==> src/rtl/aes_round_ctrl.sv <==
// aes_round_ctrl: iterative AES encryption round sequencer.
// It owns the block state, the round counter and the round-key index, and
// steps one shared combinational round datapath once per clock. One block is
// processed at a time:
//   IDLE  -> accept a block
//   ROUND -> run NR rounds
//   DONE  -> hold the ciphertext until the consumer takes it
module aes_round_ctrl #(
  parameter int NR = 10
) (
  input  logic         clk,
  input  logic         rst,
  input  logic         in_valid,
  output logic         in_ready,
  input  logic [127:0] plaintext,
  output logic [3:0]   rk_idx,
  input  logic [127:0] rk_data,
  output logic [127:0] dp_state,
  output logic         dp_last,
  input  logic [127:0] dp_result,
  output logic         busy,
  output logic         out_valid,
  input  logic         out_ready,
  output logic [127:0] ciphertext
);

  typedef enum logic [1:0] {IDLE, ROUND, DONE} st_t;

  localparam logic [3:0] LAST = 4'(NR);

  st_t          st_q, st_d;
  logic [127:0] state_q, state_d;
  logic [3:0]   round_q, round_d;

  // State, round counter and FSM registers; reset drops any in-flight block.
  always_ff @(posedge clk or posedge rst) begin
    if (rst) begin
      st_q    <= IDLE;
      state_q <= '0;
      round_q <= '0;
    end else begin
      st_q    <= st_d;
      state_q <= state_d;
      round_q <= round_d;
    end
  end

  // Next-state and output decode.
  // The handshake outputs depend only on the registered FSM state.
  always_comb begin
    st_d      = st_q;
    state_d   = state_q;
    round_d   = round_q;
    in_ready  = 1'b0;
    out_valid = 1'b0;
    dp_last   = 1'b0;
    rk_idx    = 4'd0;
    case (st_q)
      IDLE: begin
        in_ready = 1'b1;
        if (in_valid) begin
          // The initial AddRoundKey uses round key 0.
          // rk_idx is 0 in IDLE, so rk_data already holds that key.
          state_d = plaintext ^ rk_data;
          round_d = 4'd1;
          st_d    = ROUND;
        end
      end
      ROUND: begin
        rk_idx  = round_q;
        dp_last = (round_q == LAST);
        state_d = dp_result;
        if (round_q == LAST) begin
          round_d = 4'd0;
          st_d    = DONE;
        end else begin
          round_d = round_q + 4'd1;
        end
      end
      DONE: begin
        out_valid = 1'b1;
        if (out_ready) st_d = IDLE;
      end
      default: st_d = IDLE;
    endcase
  end

  assign busy       = (st_q != IDLE);
  assign dp_state   = state_q;
  // Gate the ciphertext so a partially encrypted state never appears on it.
  assign ciphertext = out_valid ? state_q : '0;

endmodule

==> config.mk <==
export PLATFORM = sky130hd
export DESIGN_NAME = aes_round_ctrl
export DESIGN_NICKNAME = d
export VERILOG_FILES = /design/src/rtl/aes_round_ctrl.sv
export SDC_FILE = /design/constraint.sdc
export NUM_CORES = 1
export LEC_CHECK = 0
export ABC_AREA = 1
export CAP_MARGIN = 15
export CORE_AREA = 2 2 251 253
export CTS_CLUSTER_DIAMETER = 150
export DETAILED_ROUTE_END_ITERATION = 6
export DIE_AREA = 0 0 253 255
export GPL_TIMING_DRIVEN = 0
export PLACE_DENSITY = 0.46
export SYNTH_ARGS = -nofsm -noshare
export SYNTH_HDL_FRONTEND = slang
export SYNTH_SLANG_ARGS = --single-unit
==> constraint.sdc <==
create_clock -name clk -period 6.7 [get_ports clk]
set_clock_uncertainty 0.1 [all_clocks]
set_input_delay 1.34 -clock clk [delete_from_list [all_inputs] [get_ports clk]]
set_output_delay 1.34 -clock clk [all_outputs]
set_load 0.01 [all_outputs]
==> results.md <==
- # port buffers: 651
- IO Count: 652
- Final setup margin: 2.45 ns
- Post-synth top cells: 525 x nand2_1, 521 x nor2_1, 267 x inv_1, 134 x dfrtp_1, 110 x o21ai_0
- Clock Latency Late Sink: 0.47 ns
- Remaining global-route overflow: 0
- Vert. Die Dim: 255 µm
- Area Overhead vs Synth: 87.3%
- Area contributors post-synth: dfrtp_1 36%, nand2_1 21%, nor2_1 21%
- Final hold violations: 0
- Cell at the root of the clock tree: clkbuf_16
- Post-synth EDFFs: 0
- Hold_buf cts: 0
- Worst Path Required: 5.26 ns
- Critical path class: reg2out
- Reg clk slew, reported paths: 0.06 ns
- Placed cells: 3110
- DIE AREA: 64500 µm²
- Post-synth ARST share: 1.00
- Least-Margin Pin Slew: 0.705 ns
- Critical path startpoint: st_q[0]$_DFFE_PP0P_
- CP endpoint kind: primary output
- Mapped cell area: 9360 µm²
- # rows: 92
- Ys Warns: 0
- Critical Path AT: 2.81 ns
- Fin crit share: 0.634
- Vias post-DR: 12000
- Slew Viols, Final: 0
- Core Box Area: 62200 µm²
- Non-filler cells, final: 3143
- # H-tree levels: 4
- Syn_nets: 2049
- Post-route ant nets: 0
- Yosys reg bits: 134
- Slew headroom: 0.530
- Pwr/cell area: 331 nW/µm²
- # resized after CTS: 0
- Vias in the first global route: 11800
- DR iter-0 viols: 559
- Leak: 8.95 nW
- Critical Path Fanout Max: 10
- Number of buffers created by CTS: 17
- Top cell type's share of synthesized area: 0.358
- Initial antenna violation count: 3
- Max IR drop VDD: 0.154 mV
- Total of max-cap violations: 0
- Final setup violation count: 0
- Syn avg cell area: 5.64 µm²
- Layout cell share with drive strength beyond 1: 0.0393
- Largest area contributor in the netlist: dfrtp_1
- Most used DFF post-synth: dfrtp_1
- RSZ-0062 raised after global routing: false
- Yosys cell types: 18
- Die width: 253 µm
- Hold wc startpoint: dp_state[28]$_DFFE_PP0P_
- Final min period: 4.25 ns
- Sink Count: 134
- Largest net degree at the start of global routing: 69
- TritonCTS clock tree: built
- Pre-CTS setup slack: 2.76 ns
- Initial core utilization: 0.151
- Most numerous cell in the Yosys netlist: nand2_1
- Nets@finish: 2720
- Status: finished clean
- Gpl congestion: 0.845
- RR Startpoint: st_q[0]$_DFFE_PP0P_
- HPWL Detailed: 42.4 mm
- Util after Layout: 0.282
- First-pass DRT Iterations: 5
- GRT Overall Usage: 0.156
- Max clock buf depth: 2
- Hold Crit Class: reg2reg
- First-pass GRT wire length: 73.7 mm
- DRC Markers: 0
- Cell count after synthesis: 1659
- Via density: 3.81
- Final wirelength: 51.8 mm
- DR WL/cell: 16.5 µm
- Seq/Total Area, Yosys: 0.358
- Fmax: 235 MHz
- Startpoint Class: flip-flop
- Setup Buffers After CTS: 0
-- flip-flops by register name, indices dropped and copies added (netlist names) --
signal,flops
st_q,2
dp_state,128
round_q,4
-- per-layer routing --
| layer | wire length, µm | vias to the layer above | part of all wire | GRT usage |
|---|---|---|---|---|
| met2 | 26000 | 434 | 0.50 | 0.281 |
| met4 | 1120 | 4 | 0.022 | 0.0511 |
| met5 | 28 | - | 0.00054 | 0 |
| li1 | - | 6161 | - | - |
| met3 | 3910 | 53 | 0.076 | 0.0486 |
| met1 | 20700 | 5328 | 0.40 | 0.174 |
-- power breakdown --
group	leakage [nW]	internal, mW	switching, mW
Sequential	1.55	1.23	0.473
Clock	0.303	0.615	0.413
Combinational	7.10	1.41	1.66
-- placed cells by master, fill, tap and decap left out --
cell	instances
clkbuf_1	15
o21ai_1	20
dfrtp_1	134
buf_6	1
clkbuf_8	3
inv_2	1
nor2_1	521
buf_4	3
clkbuf_2	6
clkinv_4	3
xor2_1	1
inv_6	2
clkdlybuf4s50_1	651
o21ai_2	1
clkbuf_16	17
nand2_1	525
inv_1	266
diode_2	1
nand3_1	4
buf_16	1
a21oi_1	1
nand4_1	1
clkinvlp_4	1
buf_2	47
o21ai_0	110
bufinv_16	3
clkinv_2	3
ha_1	2
-- cell families after synthesis --
family,after synthesis,share of synthesized area
adders and majority gates,2,0.00267
buffers and inverters,339,0.145
AOI/OAI and AO/OA,132,0.0710
xor gates and xnor gates,1,0.000936
DFF,134,0.358
and+or+nand+nor,1051,0.422
-- worst paths after layout --
kind | depth (start not counted) | endpoint | slack (ns)
worst max-delay path | 6 | ciphertext[33] | 2.45
worst min-delay path | 2 | dp_state[28]$_DFFE_PP0P_ | 0.41
worst max register to register | 6 | dp_state[92]$_DFFE_PP0P_ | 4.58
worst min register to register | 2 | dp_state[28]$_DFFE_PP0P_ | 0.41
max in group asynchronous | 3 | dp_state[100]$_DFFE_PP0P_ | 4.44
min in group asynchronous | 2 | dp_state[83]$_DFFE_PP0P_ | 1.23
-- critical path: stages, from the launching register on --
cell             delay, ns
dfrtp_1               0.40
inv_1                 0.05
nand2_1               0.17
buf_2                 0.51
buf_2                 0.48
nor2_1                0.15
clkdlybuf4s50_1       0.57
-- metrics by stage --
| stage | setup TNS [ns] | area (µm²) | total power [mW] | hold slack (ns) |
|---|---|---|---|---|
| 6_report | 0 | 17500 | 5.79 | 0.408 |
| 5_1_grt | 0 | 17500 | 6.28 | 0.434 |
| 4_1_cts | 0 | 17500 | 5.92 | 0.410 |
| 3_5_place_dp | 0 | 16900 | 4.84 | 0.392 |
| 3_3_place_gp | -130.19 | 16900 | 4.82 | 0.390 |
| 2_1_floorplan | 0 | 9360 | 2.94 | 0.413 |
-- final cells by class --
type                            instances  area, µm²
Antenna cell                            1       2.50
Buffer                                 71        352
Clock buffer                           21        470
Clock inverter                         11        148
Fill cell                            6900      44600
Inverter                              268       1010
Multi-Input combinational cell       1186       4650
Sequential cell                       134       3350
Tap cell                              799       1000
Timing Repair Buffer                  652       6540
Power figures use the tool's default switching activity.
